==> config.mk <==
export PLATFORM = sky130hd
export DESIGN_NAME = alu_arbiter
export DESIGN_NICKNAME = d
export VERILOG_FILES = /design/src/rtl/alu_arbiter.sv
export SDC_FILE = /design/constraint.sdc
export NUM_CORES = 1
export LEC_CHECK = 0
export ABC_AREA = 1
export BUFFER_PORTS_ARGS = -buffer_cell sky130_fd_sc_hd__buf_4
export CAP_MARGIN = 20
export CORE_ASPECT_RATIO = 0.75
export CORE_MARGIN = 8
export CORE_UTILIZATION = 42
export CTS_BUF_LIST = sky130_fd_sc_hd__clkbuf_2
export CTS_CLUSTER_DIAMETER = 30
export DETAILED_ROUTE_END_ITERATION = 8
export GPL_TIMING_DRIVEN = 0
export PLACE_DENSITY = 0.79
export SLEW_MARGIN = 10
export SYNTH_ARGS = -nofsm -noshare
export SYNTH_HDL_FRONTEND = slang
export SYNTH_SLANG_ARGS = --single-unit
==> constraint.sdc <==
create_clock -name clk_i -period 1.2 [get_ports clk_i]
set_clock_uncertainty 0.15 [all_clocks]
set_input_delay 0.12 -clock clk_i [delete_from_list [all_inputs] [get_ports clk_i]]
set_output_delay 0.12 -clock clk_i [all_outputs]
set_load 0.05 [all_outputs]
==> src/rtl/alu_arbiter.sv <==
`default_nettype none
// ============================================================================
// Module   : alu_arbiter
// Brief    : Two requesters share one combinational ALU, one op in flight.
//            Define ALU_ARB_ROUND_ROBIN_EN for round-robin tie breaking.
// Revision : 1.0
// ============================================================================
module alu_arbiter #(
  parameter int DATA_W = 32,
  parameter int CTRL_W = 3
) (
  input  logic              clk_i,
  input  logic              rst_i,
  input  logic              req0_valid_i,
  output logic              req0_ready_o,
  input  logic [DATA_W-1:0] req0_op1_i,
  input  logic [DATA_W-1:0] req0_op2_i,
  input  logic [CTRL_W-1:0] req0_ctrl_i,
  input  logic              req1_valid_i,
  output logic              req1_ready_o,
  input  logic [DATA_W-1:0] req1_op1_i,
  input  logic [DATA_W-1:0] req1_op2_i,
  input  logic [CTRL_W-1:0] req1_ctrl_i,
  output logic              rsp0_valid_o,
  output logic [DATA_W-1:0] rsp0_data_o,
  input  logic              rsp0_ready_i,
  output logic              rsp1_valid_o,
  output logic [DATA_W-1:0] rsp1_data_o,
  input  logic              rsp1_ready_i,
  output logic [DATA_W-1:0] alu_data1_o,
  output logic [DATA_W-1:0] alu_data2_o,
  output logic [CTRL_W-1:0] alu_ctrl_o,
  input  logic [DATA_W-1:0] alu_data_i,
  output logic              busy_o
);

  typedef enum logic [1:0] {
    IDLE = 2'd0,
    EXEC = 2'd1,
    RESP = 2'd2
  } state_e;

  state_e            state_q;
  logic [DATA_W-1:0] op1_q;
  logic [DATA_W-1:0] op2_q;
  logic [CTRL_W-1:0] ctrl_q;
  logic [DATA_W-1:0] result_q;
  logic              gnt_q;
  logic              rsp0_valid_q;
  logic              rsp1_valid_q;
  logic              busy_q;
  logic              gnt_d;
  logic              idle;
  logic              any_valid;

`ifdef ALU_ARB_ROUND_ROBIN_EN
  logic              last_q;

  // A tie goes to whoever did not win the previous transfer.
  always_comb begin
    gnt_d = req1_valid_i;
    if (req0_valid_i && req1_valid_i) begin
      gnt_d = ~last_q;
    end
  end
`else
  always_comb begin
    gnt_d = ~req0_valid_i & req1_valid_i;
  end
`endif

  assign idle         = (state_q == IDLE) && !rst_i;
  assign any_valid    = req0_valid_i | req1_valid_i;
  assign req0_ready_o = idle && req0_valid_i && !gnt_d;
  assign req1_ready_o = idle && req1_valid_i && gnt_d;

  assign rsp0_valid_o = rsp0_valid_q && !rst_i;
  assign rsp1_valid_o = rsp1_valid_q && !rst_i;
  assign rsp0_data_o  = rsp0_valid_o ? result_q : '0;
  assign rsp1_data_o  = rsp1_valid_o ? result_q : '0;
  assign busy_o       = busy_q && !rst_i;

  // The shared ALU only sees operands while this block owns it.
  assign alu_data1_o  = (state_q == EXEC) ? op1_q  : '0;
  assign alu_data2_o  = (state_q == EXEC) ? op2_q  : '0;
  assign alu_ctrl_o   = (state_q == EXEC) ? ctrl_q : '0;

  always_ff @(posedge clk_i) begin
    if (rst_i) begin
      state_q      <= IDLE;
      op1_q        <= '0;
      op2_q        <= '0;
      ctrl_q       <= '0;
      result_q     <= '0;
      gnt_q        <= 1'b0;
      rsp0_valid_q <= 1'b0;
      rsp1_valid_q <= 1'b0;
      busy_q       <= 1'b0;
`ifdef ALU_ARB_ROUND_ROBIN_EN
      last_q       <= 1'b1;
`endif
    end else begin
      case (state_q)
        IDLE: begin
          if (any_valid) begin
            op1_q   <= gnt_d ? req1_op1_i  : req0_op1_i;
            op2_q   <= gnt_d ? req1_op2_i  : req0_op2_i;
            ctrl_q  <= gnt_d ? req1_ctrl_i : req0_ctrl_i;
            gnt_q   <= gnt_d;
            busy_q  <= 1'b1;
            state_q <= EXEC;
`ifdef ALU_ARB_ROUND_ROBIN_EN
            last_q  <= gnt_d;
`endif
          end
        end
        EXEC: begin
          result_q     <= alu_data_i;
          rsp0_valid_q <= ~gnt_q;
          rsp1_valid_q <= gnt_q;
          state_q      <= RESP;
        end
        RESP: begin
          if (gnt_q ? rsp1_ready_i : rsp0_ready_i) begin
            rsp0_valid_q <= 1'b0;
            rsp1_valid_q <= 1'b0;
            busy_q       <= 1'b0;
            state_q      <= IDLE;
          end
        end
        default: begin
          rsp0_valid_q <= 1'b0;
          rsp1_valid_q <= 1'b0;
          busy_q       <= 1'b0;
          state_q      <= IDLE;
        end
      endcase
    end
  end

endmodule
`default_nettype wire

==> flow_summary.html, run 1 <==
<table>
<tr><th>Metric</th><th>Value</th></tr>
<tr><th colspan="2">Status</th></tr>
<tr><td>Run status</td><td>did not finish</td></tr>
<tr><td>Step where the flow halted</td><td>global routing (5_1_grt)</td></tr>
<tr><td>Error</td><td>[ERROR DPL-0038] Utilization greater than 100%, impossible to legalize</td></tr>
<tr><th colspan="2">Yosys</th></tr>
<tr><td>Synthesized net count</td><td>1119</td></tr>
<tr><td>Most used standard cells in the synthesized netlist</td><td>262 x sky130_fd_sc_hd__nor2_1, 214 x sky130_fd_sc_hd__inv_1, 105 x sky130_fd_sc_hd__dfxtp_1, 92 x sky130_fd_sc_hd__nand2_1, 74 x sky130_fd_sc_hd__o21ai_0</td></tr>
<tr><td>EDFF count, synth</td><td>0</td></tr>
<tr><td>Portion of synthesized cell area occupied by the leading cell type</td><td>37.5%</td></tr>
<tr><td>Post-Synthesis Mean Instance Area</td><td>5.91 um2</td></tr>
<tr><td>Area leader, netlist</td><td>sky130_fd_sc_hd__dfxtp_1</td></tr>
<tr><td>Cell with the most instances after synthesis</td><td>sky130_fd_sc_hd__nor2_1</td></tr>
<tr><td>Library cells used by synthesis</td><td>18</td></tr>
<tr><td>Cell area after technology mapping</td><td>5600 um2</td></tr>
<tr><td>Post-Synthesis Cells</td><td>947</td></tr>
<tr><td>Top cells by area in the synthesized netlist</td><td>sky130_fd_sc_hd__dfxtp_1 38%, sky130_fd_sc_hd__nor2_1 18%, sky130_fd_sc_hd__inv_1 14%</td></tr>
<tr><td>Post-synthesis async set-or-reset flop share</td><td>0%</td></tr>
<tr><td>Commonest register cell after synthesis</td><td>sky130_fd_sc_hd__dfxtp_1</td></tr>
<tr><td>Portion of the post-synthesis area used by sequential elements</td><td>37.5%</td></tr>
<tr><td>Yosys synthesis warning count</td><td>0</td></tr>
<tr><td>Number of flip-flops and latches in the synthesized netlist</td><td>105</td></tr>
<tr><th colspan="2">CTS</th></tr>
<tr><td>Root buffer cell</td><td>sky130_fd_sc_hd__clkbuf_2</td></tr>
<tr><td>Clock buffer count from CTS</td><td>9</td></tr>
<tr><td>Total number of clock tree sinks</td><td>105</td></tr>
<tr><td>Clock buffer depth</td><td>2</td></tr>
<tr><td>Depth of the CTS H-tree</td><td>3</td></tr>
<tr><th colspan="2">Placed design</th></tr>
<tr><td>Setup slack after placement</td><td>-430 ps</td></tr>
<tr><td>Detailed-placement wirelength estimate</td><td>17500 um</td></tr>
<tr><td>Area of placed instances</td><td>8860 um2</td></tr>
<tr><td>Final Wtd Congestion</td><td>0.867</td></tr>
<tr><td>IO buf count</td><td>306</td></tr>
<tr><th colspan="2">Floorplanning</th></tr>
<tr><td>Die X-Extent</td><td>149 um</td></tr>
<tr><td>Number of top-level pins</td><td>308</td></tr>
<tr><td>Number of placement rows</td><td>36</td></tr>
<tr><td>Chip Height</td><td>116 um</td></tr>
<tr><td>Initial Utilization</td><td>43.0%</td></tr>
<tr><th colspan="2">STA</th></tr>
<tr><td>Pin type at the end of the worst path</td><td>output port</td></tr>
<tr><td>Pin ending the worst setup path after global-route repair</td><td>alu_data1_o[26]</td></tr>
<tr><th colspan="2">Global route</th></tr>
<tr><td>Maximum number of pins on one net before global-route repair</td><td>18</td></tr>
</table>
-- repair_timing --
action                                 4_1_cts
endpoints found under the hold margin      103
pin swaps                                    9
gates resized for setup                    379
hold buffers                               178
cloned                                       8
buffers inserted                            17
setup endpoints to repair                  239
-- logic make-up after synthesis --
logic type,after synthesis,share of synthesized area [%]
AO/OA/AOI/OAI,133,11.9
AND/OR/NAND/NOR,431,30.7
flip-flops,105,37.5
buffers and inverters,278,19.9
-- metrics by stage --
stage | TNS [ps] | cells | hold slack, ps
CTS | -143820 | 1642 | 12.1
floorplan | -38410 | 947 | 161
detailed placement | -65860 | 1424 | 256
global placement | -61210 | 1424 | 245
==> run 2: changes to the inputs <==
- CORE_ASPECT_RATIO: 0.75 -> unset
- CORE_UTILIZATION: 42 -> 29
- CTS_BUF_LIST: sky130_fd_sc_hd__clkbuf_2 -> unset
- CTS_CLUSTER_DIAMETER: 30 -> unset
- PLACE_DENSITY: 0.79 -> unset
- PLACE_DENSITY_LB_ADDON: unset -> 0.15
- clock period: 1.2 -> 1.6 ns (I/O delays scaled with it)
==> flow_summary.html, run 2 <==
<table>
<tr><th>Metric</th><th>Value</th></tr>
<tr><th colspan="2">Drt</th></tr>
<tr><td>Wire length after detailed routing</td><td>25900 um</td></tr>
<tr><td>Routed WL per cell</td><td>15.6 um</td></tr>
<tr><td>DRC Markers</td><td>0</td></tr>
<tr><td>Uppermost signal routing layer after detailed routing</td><td>met4</td></tr>
<tr><td>First-pass detailed-route iteration total</td><td>5</td></tr>
<tr><td>DR iter-0 viols</td><td>242</td></tr>
<tr><td>Via density per instance</td><td>4.39</td></tr>
<tr><td>Detail Route met2 WL</td><td>13400 um</td></tr>
<tr><td>Number of nets with antenna violations after routing</td><td>0</td></tr>
<tr><td>Total number of vias</td><td>7274</td></tr>
<tr><td>Length of routed met3 wiring</td><td>1950 um</td></tr>
<tr><td>WL met1</td><td>9960 um</td></tr>
<tr><th colspan="2">STA</th></tr>
<tr><td>Worst Setup Slack, final</td><td>-234 ps</td></tr>
<tr><td>Number of hold violations in the final report</td><td>0</td></tr>
<tr><td>Summed negative setup slack over all endpoints</td><td>-14080 ps</td></tr>
<tr><td>Min cycle time layout</td><td>1830 ps</td></tr>
<tr><td>Relative max-transition margin</td><td>51.8%</td></tr>
<tr><td>Maximum operating frequency</td><td>0.545 GHz</td></tr>
<tr><td>Setup repair after global routing missed its margin</td><td>yes</td></tr>
<tr><td>Transition time of the tightest slew-check pin</td><td>723 ps</td></tr>
<tr><td>Final-report max-slew violation count</td><td>0</td></tr>
<tr><td>Share of the clock period used by the worst path after layout</td><td>115%</td></tr>
<tr><td>Count of final setup violators</td><td>101</td></tr>
<tr><th colspan="2">Global route</th></tr>
<tr><td>Number of antenna violations at the first check in global routing</td><td>1</td></tr>
<tr><td>Remaining global-route overflow</td><td>0</td></tr>
<tr><td>Via count of the first global-routing pass</td><td>6990</td></tr>
<tr><td>Maximum number of pins on one net before global-route repair</td><td>18</td></tr>
<tr><td>Global router's overall resource usage</td><td>19.6%</td></tr>
<tr><td>First-pass GRT wire length</td><td>37200 um</td></tr>
<tr><th colspan="2">Floorplanning</th></tr>
<tr><td>Die Footprint</td><td>24000 um2</td></tr>
<tr><td>Number of placement rows</td><td>51</td></tr>
<tr><td>Core region area</td><td>19200 um2</td></tr>
<tr><td>Chip Height</td><td>155 um</td></tr>
<tr><td>Initial Utilization</td><td>29.2%</td></tr>
<tr><td>Number of top-level pins</td><td>308</td></tr>
<tr><td>Die X-Extent</td><td>155 um</td></tr>
<tr><th colspan="2">Yosys</th></tr>
<tr><td>Cell area after technology mapping</td><td>5600 um2</td></tr>
<tr><td>Most used standard cells in the synthesized netlist</td><td>262 x sky130_fd_sc_hd__nor2_1, 214 x sky130_fd_sc_hd__inv_1, 105 x sky130_fd_sc_hd__dfxtp_1, 92 x sky130_fd_sc_hd__nand2_1, 74 x sky130_fd_sc_hd__o21ai_0</td></tr>
<tr><td>Commonest register cell after synthesis</td><td>sky130_fd_sc_hd__dfxtp_1</td></tr>
<tr><td>Library cells used by synthesis</td><td>18</td></tr>
<tr><td>Portion of synthesized cell area occupied by the leading cell type</td><td>37.5%</td></tr>
<tr><td>Post-synthesis async set-or-reset flop share</td><td>0%</td></tr>
<tr><td>Number of flip-flops and latches in the synthesized netlist</td><td>105</td></tr>
<tr><td>Yosys synthesis warning count</td><td>0</td></tr>
<tr><td>Portion of the post-synthesis area used by sequential elements</td><td>37.5%</td></tr>
<tr><td>Synthesized net count</td><td>1119</td></tr>
<tr><td>EDFF count, synth</td><td>0</td></tr>
<tr><td>Top cells by area in the synthesized netlist</td><td>sky130_fd_sc_hd__dfxtp_1 38%, sky130_fd_sc_hd__nor2_1 18%, sky130_fd_sc_hd__inv_1 14%</td></tr>
<tr><td>Post-Synthesis Cells</td><td>947</td></tr>
<tr><td>Area leader, netlist</td><td>sky130_fd_sc_hd__dfxtp_1</td></tr>
<tr><td>Post-Synthesis Mean Instance Area</td><td>5.91 um2</td></tr>
<tr><td>Cell with the most instances after synthesis</td><td>sky130_fd_sc_hd__nor2_1</td></tr>
<tr><th colspan="2">Placed design</th></tr>
<tr><td>Final Wtd Congestion</td><td>0.799</td></tr>
<tr><td>Setup slack after placement</td><td>-331 ps</td></tr>
<tr><td>Dpl cells</td><td>1518</td></tr>
<tr><td>IO buf count</td><td>306</td></tr>
<tr><td>Detailed-placement wirelength estimate</td><td>17600 um</td></tr>
<tr><th colspan="2">Worst setup path</th></tr>
<tr><td>Peak fanout along the critical path</td><td>6</td></tr>
<tr><td>Startpoint type of the worst setup path</td><td>flop</td></tr>
<tr><td>Most common cell on crit path</td><td>sky130_fd_sc_hd__nor2_4</td></tr>
<tr><td>List of cells traversed by the critical path</td><td>nor2_4 &gt; inv_4 &gt; buf_12 &gt; clkbuf_16 &gt; nor2_4 &gt; buf_8</td></tr>
<tr><td>Arr. time, crit path</td><td>1520 ps</td></tr>
<tr><td>Standard cell with the maximum stage delay on the critical path</td><td>sky130_fd_sc_hd__dfxtp_4</td></tr>
<tr><td>Reg2Reg Setup Slack</td><td>-50 ps</td></tr>
<tr><td>Crit-path leading delay family</td><td>buffers and inverters</td></tr>
<tr><td>Worst path max stage delay</td><td>360 ps</td></tr>
<tr><td>Worst path buffer plus inverter count</td><td>4</td></tr>
<tr><td>Kind of critical path</td><td>reg2out</td></tr>
<tr><td>Crit end category</td><td>primary output</td></tr>
<tr><td>Critical path required time</td><td>1290 ps</td></tr>
<tr><th colspan="2">CTS</th></tr>
<tr><td>Root buffer cell</td><td>sky130_fd_sc_hd__clkbuf_16</td></tr>
<tr><td>Clk_lat worst skew</td><td>350 ps</td></tr>
<tr><td>Clock edge transition at the registers on the reported setup and hold paths</td><td>70 ps</td></tr>
<tr><td>Clock buffer depth</td><td>2</td></tr>
<tr><td>Clock buffer count from CTS</td><td>9</td></tr>
<tr><td>TritonCTS clock tree</td><td>done</td></tr>
<tr><td>Total number of clock tree sinks</td><td>105</td></tr>
<tr><td>Depth of the CTS H-tree</td><td>3</td></tr>
<tr><th colspan="2">Final layout</th></tr>
<tr><td>Most common cell after layout, fill and taps aside</td><td>sky130_fd_sc_hd__inv_1</td></tr>
<tr><td>Signed area change from the synthesized netlist to the final layout</td><td>119%</td></tr>
<tr><td>Layout Cells excl Fill</td><td>1656</td></tr>
<tr><td>Leading cell types in the layout, fill and taps excluded</td><td>214 x sky130_fd_sc_hd__inv_1, 196 x sky130_fd_sc_hd__buf_4, 131 x sky130_fd_sc_hd__nor2_1</td></tr>
<tr><td>Fill cell count</td><td>1634</td></tr>
<tr><td>Net count reported at finish</td><td>1557</td></tr>
<tr><td>Fraction of final layout cells sized beyond drive strength 1</td><td>43.5%</td></tr>
<tr><td>Largest registers in the final layout</td><td>op1_q x32, op2_q x32, result_q x32</td></tr>
<tr><th colspan="2">Power</th></tr>
<tr><td>Overall power after layout</td><td>8.93 mW</td></tr>
<tr><td>Ratio of total power to cell area</td><td>728 nW/um2</td></tr>
<tr><td>Largest vdd supply drop</td><td>0.477 mV</td></tr>
<tr><td>Static Leak</td><td>5.62 nW</td></tr>
<tr><th colspan="2">Min path</th></tr>
<tr><td>Hold WC Path Type</td><td>in2reg</td></tr>
<tr><th colspan="2">Status</th></tr>
<tr><td>Run status</td><td>finished, violations left</td></tr>
<tr><td>Failing checks</td><td>setup timing</td></tr>
<tr><th colspan="2">Flow run</th></tr>
<tr><td>Total of max-cap violations</td><td>0</td></tr>
</table>
-- run 2: cell counts after synthesis --
No cell type changed its count.
-- run 2: layout make-up --
| class | count | area (um2) | area share [%] |
|---|---|---|---|
| Antenna cell | 1 | 2.50 | 0.0204 |
| Buffer | 56 | 586 | 4.78 |
| Clock buffer | 10 | 239 | 1.95 |
| Clock inverter | 6 | 90.1 | 0.735 |
| Inverter | 219 | 827 | 6.74 |
| Multi-Input combinational cell | 565 | 3720 | 30.3 |
| Sequential cell | 105 | 2110 | 17.2 |
| Tap cell | 265 | 332 | 2.70 |
| Timing Repair Buffer | 429 | 4350 | 35.5 |
-- run 2: cells by family (layout without fill, tap and decap cells) --
| family | count (synthesis) | count (layout) | share of synthesized area (%) |
|---|---|---|---|
| flip-flops | 105 | 105 | 37.5 |
| other | 0 | 1 | 0 |
| AO/OA/AOI/OAI | 133 | 133 | 11.9 |
| AND/OR/NAND/NOR | 431 | 432 | 30.7 |
| buffers and inverters | 278 | 720 | 19.9 |
-- run 2: through the flow --
stage               hold slack [ps]  util [%]  cell area [um2]
finish                        0.637      63.8            12300
floorplan                       201         -             6150
global placement                288      45.7             8780
global route                   16.8      63.8            12300
CTS                           0.454      59.2            11400
detailed placement              297      45.7             8780
-- run 2: worst register-to-register path: stages, from the launching register on --
cell	delay [ps]
sky130_fd_sc_hd__dfxtp_4	360
sky130_fd_sc_hd__nor2_4	140
sky130_fd_sc_hd__inv_4	60
sky130_fd_sc_hd__buf_4	160
sky130_fd_sc_hd__buf_4	140
sky130_fd_sc_hd__buf_4	140
sky130_fd_sc_hd__buf_8	140
sky130_fd_sc_hd__o21ai_2	160
sky130_fd_sc_hd__a21oi_1	70
-- run 2: worst paths after layout --
check,startpoint,to,depth (start not counted)
max reg2reg,state_q[1],result_q[19],8
min,req0_ctrl_i[0],ctrl_q[0],5
min reg2reg,op1_q[26],op1_q[26],2
max,state_q[1],alu_ctrl_o[0],6
-- run 2: metal layers --
| metal | vias up | GRT usage [%] |
|---|---|---|
| li1 | 3673 | - |
| met1 | 3341 | 21.3 |
| met2 | 231 | 35.3 |
| met3 | 29 | 5.83 |
| met4 | 0 | 6.86 |
| met5 | - | 0 |
-- run 2: repair_timing --
item / 4_1_cts / 5_1_grt
endpoints found under the setup margin: 185 / 232
setup buffers: 16 / 5
cloned: 7 / 5
hold endpoints to repair: 65 / 0
resized for setup: 282 / 217
hold buffers: 93 / 0
pin swaps: 23 / 10
-- run 2: power breakdown --
group | switching [mW] | internal (mW) | leakage (nW)
Clock | 1.05 | 1.42 | 0.159
Sequential | 0.111 | 2.92 | 0.872
Combinational | 1.94 | 1.48 | 4.59
No activity file was read; power rests on OpenSTA's default activity.
==> run 3: changes to the inputs <==
--- a/config.mk
+++ b/config.mk
@@ -13,5 +13,4 @@
 export DETAILED_ROUTE_END_ITERATION = 8
 export GPL_TIMING_DRIVEN = 0
-export PLACE_DENSITY_LB_ADDON = 0.15
 export SLEW_MARGIN = 10
 export SYNTH_ARGS = -nofsm -noshare
--- a/constraint.sdc
+++ b/constraint.sdc
@@ -3,3 +3,3 @@
 set_input_delay 0.16 -clock clk_i [delete_from_list [all_inputs] [get_ports clk_i]]
 set_output_delay 0.16 -clock clk_i [all_outputs]
-set_load 0.05 [all_outputs]
+set_load 0.01 [all_outputs]
==> flow_summary.html, run 3 (same netlist as run 2, synthesis figures left out) <==
<table>
<tr><th>Metric</th><th>Value</th></tr>
<tr><th colspan="2">Status</th></tr>
<tr><td>Run status</td><td>finished, violations left</td></tr>
<tr><td>Failing checks</td><td>setup timing</td></tr>
<tr><th colspan="2">Flow run</th></tr>
<tr><td>Total of max-cap violations</td><td>0</td></tr>
<tr><th colspan="2">Floorplanning</th></tr>
<tr><td>Number of top-level pins</td><td>308</td></tr>
<tr><td>Initial Utilization</td><td>29.2%</td></tr>
<tr><td>Number of placement rows</td><td>51</td></tr>
<tr><td>Die X-Extent</td><td>155 um</td></tr>
<tr><td>Die Footprint</td><td>24000 um2</td></tr>
<tr><td>Core region area</td><td>19200 um2</td></tr>
<tr><td>Chip Height</td><td>155 um</td></tr>
<tr><th colspan="2">Final layout</th></tr>
<tr><td>Largest registers in the final layout</td><td>op1_q x32, op2_q x32, result_q x32</td></tr>
<tr><td>Leading cell types in the layout, fill and taps excluded</td><td>301 x sky130_fd_sc_hd__buf_4, 214 x sky130_fd_sc_hd__inv_1, 210 x sky130_fd_sc_hd__nor2_1</td></tr>
<tr><td>Final core utilization</td><td>54.7%</td></tr>
<tr><td>Layout Cells excl Fill</td><td>1663</td></tr>
<tr><td>Fill cell count</td><td>1898</td></tr>
<tr><td>Signed area change from the synthesized netlist to the final layout</td><td>87.5%</td></tr>
<tr><td>Ant diodes</td><td>0</td></tr>
<tr><td>Fraction of final layout cells sized beyond drive strength 1</td><td>33.3%</td></tr>
<tr><td>Most common cell after layout, fill and taps aside</td><td>sky130_fd_sc_hd__buf_4</td></tr>
<tr><td>Final design instance area without fill</td><td>10500 um2</td></tr>
<tr><td>Net count reported at finish</td><td>1566</td></tr>
<tr><th colspan="2">CTS</th></tr>
<tr><td>TritonCTS clock tree</td><td>done</td></tr>
<tr><td>Clock edge transition at the registers on the reported setup and hold paths</td><td>70 ps</td></tr>
<tr><td>Clock buffer depth</td><td>2</td></tr>
<tr><td>Clk_lat worst skew</td><td>340 ps</td></tr>
<tr><td>Total number of clock tree sinks</td><td>105</td></tr>
<tr><td>Root buffer cell</td><td>sky130_fd_sc_hd__clkbuf_16</td></tr>
<tr><td>Clock buffer count from CTS</td><td>9</td></tr>
<tr><td>Depth of the CTS H-tree</td><td>3</td></tr>
<tr><th colspan="2">STA</th></tr>
<tr><td>Count of final setup violators</td><td>68</td></tr>
<tr><td>Setup repair after global routing missed its margin</td><td>yes</td></tr>
<tr><td>Maximum operating frequency</td><td>0.568 GHz</td></tr>
<tr><td>Summed negative setup slack over all endpoints</td><td>-8230 ps</td></tr>
<tr><td>Share of the clock period used by the worst path after layout</td><td>110%</td></tr>
<tr><td>Relative max-transition margin</td><td>64.4%</td></tr>
<tr><td>Min cycle time layout</td><td>1760 ps</td></tr>
<tr><td>Final-report max-slew violation count</td><td>0</td></tr>
<tr><td>Hold slack final</td><td>8.79 ps</td></tr>
<tr><td>Worst Setup Slack, final</td><td>-162 ps</td></tr>
<tr><td>Transition time of the tightest slew-check pin</td><td>534 ps</td></tr>
<tr><td>Number of hold violations in the final report</td><td>0</td></tr>
<tr><th colspan="2">Worst setup path</th></tr>
<tr><td>Arr. time, crit path</td><td>1450 ps</td></tr>
<tr><td>Kind of critical path</td><td>reg2out</td></tr>
<tr><td>Startpoint type of the worst setup path</td><td>flop</td></tr>
<tr><td>Critical path required time</td><td>1290 ps</td></tr>
<tr><td>Crit end category</td><td>primary output</td></tr>
<tr><td>Peak fanout along the critical path</td><td>10</td></tr>
<tr><th colspan="2">Min path</th></tr>
<tr><td>Hold WC Path Type</td><td>in2reg</td></tr>
<tr><th colspan="2">Power</th></tr>
<tr><td>Sw Pwr</td><td>2.39 mW</td></tr>
<tr><td>Switching share of power</td><td>30.4%</td></tr>
<tr><td>Proportion of power drawn by the clock network</td><td>30.1%</td></tr>
<tr><td>P_int</td><td>5.47 mW</td></tr>
<tr><td>Static Leak</td><td>5.29 nW</td></tr>
<tr><td>Ratio of total power to cell area</td><td>749 nW/um2</td></tr>
<tr><td>Share of power burned in combinational logic</td><td>31.5%</td></tr>
<tr><td>Relative contribution of sequential cells to total power</td><td>38.4%</td></tr>
<tr><td>Largest vdd supply drop</td><td>0.481 mV</td></tr>
<tr><th colspan="2">Global route</th></tr>
<tr><td>Maximum number of pins on one net before global-route repair</td><td>17</td></tr>
<tr><td>Via count of the first global-routing pass</td><td>7038</td></tr>
<tr><td>Global router's overall resource usage</td><td>19.2%</td></tr>
<tr><td>Remaining global-route overflow</td><td>0</td></tr>
<tr><td>Number of antenna violations at the first check in global routing</td><td>0</td></tr>
<tr><td>First-pass GRT wire length</td><td>36900 um</td></tr>
<tr><th colspan="2">Placed design</th></tr>
<tr><td>Detailed-placement wirelength estimate</td><td>17300 um</td></tr>
<tr><td>Final Wtd Congestion</td><td>0.847</td></tr>
<tr><td>Dpl cells</td><td>1518</td></tr>
<tr><td>IO buf count</td><td>306</td></tr>
<tr><td>Area of placed instances</td><td>8230 um2</td></tr>
<tr><th colspan="2">Drt</th></tr>
<tr><td>Total number of vias</td><td>7089</td></tr>
<tr><td>Number of nets with antenna violations after routing</td><td>0</td></tr>
<tr><td>Via density per instance</td><td>4.26</td></tr>
<tr><td>Routed WL per cell</td><td>14.4 um</td></tr>
<tr><td>DRC Markers</td><td>0</td></tr>
<tr><td>Wire length after detailed routing</td><td>23900 um</td></tr>
<tr><td>First-pass detailed-route iteration total</td><td>4</td></tr>
<tr><td>DR iter-0 viols</td><td>349</td></tr>
</table>
## run 3: changes by cell type in the layout (fill, tap and decap cells not counted), moves of 20 or more
| cell | previous run | this run |
|---|---|---|
| sky130_fd_sc_hd__o21ai_0 | 43 | 74 |
| sky130_fd_sc_hd__buf_6 | 90 | 32 |
| sky130_fd_sc_hd__nor2_1 | 131 | 210 |
| sky130_fd_sc_hd__buf_8 | 55 | 4 |
| sky130_fd_sc_hd__o21ai_2 | 21 | 0 |
| sky130_fd_sc_hd__dlygate4sd3_1 | 93 | 118 |
| sky130_fd_sc_hd__buf_4 | 196 | 301 |
| sky130_fd_sc_hd__nor2_2 | 12 | 32 |
| sky130_fd_sc_hd__nor2_4 | 123 | 24 |
## run 3: critical path, cell delays in order (launching register included)
cell	delay [ps]
sky130_fd_sc_hd__dfxtp_4	360
sky130_fd_sc_hd__nor2_4	140
sky130_fd_sc_hd__inv_4	60
sky130_fd_sc_hd__buf_12	150
sky130_fd_sc_hd__buf_6	150
sky130_fd_sc_hd__nor2_1	100
sky130_fd_sc_hd__buf_4	140
## run 3: layout make-up
type / instances / area, um2 / area share [%]
inverters: 219 / 825 / 7.85
repair buffers: 436 / 3660 / 34.9
clock inverters: 6 / 83.8 / 0.798
plain buffers: 59 / 455 / 4.34
well taps: 265 / 332 / 3.16
multi-input cells: 564 / 2810 / 26.7
flip-flops and latches: 105 / 2110 / 20.1
clock buffers: 9 / 225 / 2.14
## run 3: path summary, 6_finish.rpt
path | from | to | slack (ps) | cells after the start
max | state_q[1] | alu_data1_o[13] | -160 | 6
max reg2reg | state_q[1] | op1_q[16] | 60 | 7
min | req1_op2_i[24] | op2_q[24] | 9 | 5
min reg2reg | result_q[17] | result_q[17] | 330 | 2
## run 3: timing repair
| item | in CTS | in global routing |
|---|---|---|
| cloned | 0 | 1 |
| buffers inserted | 5 | 6 |
| gates resized for setup | 76 | 126 |
| endpoints found under the hold margin | 81 | 0 |
| endpoints found under the setup margin | 176 | 137 |
| hold buffers | 118 | 0 |
| pin swaps | 2 | 6 |
## run 3: power groups by stage
stage | Combinational, mW | Clock [mW] | Sequential (mW)
2_1_floorplan | 1.05 | 0 | 3.05
3_3_place_gp | 1.85 | 0 | 3.07
3_5_place_dp | 1.87 | 0 | 3.07
4_1_cts | 2.25 | 2.45 | 3.02
5_1_grt | 2.74 | 2.56 | 3.05
6_report | 2.48 | 2.37 | 3.02
## run 3: layer usage
metal,vias up,GRT usage (%),wire (um),part of all wire [%]
met5,-,0,0,0
met2,219,32.9,11700,49
met3,36,6.24,2000,8.4
met1,3154,21.3,9540,40
li1,3680,-,-,-
met4,0,8.63,701,2.9
## run 3: per-stage QoR
stage / total power, mW / worst slack [ps]
2_1_floorplan: 4.10 / 221
4_1_cts: 7.72 / -178
3_3_place_gp: 4.92 / -209
6_report: 7.86 / -162
3_5_place_dp: 4.94 / -200
5_1_grt: 8.35 / -197
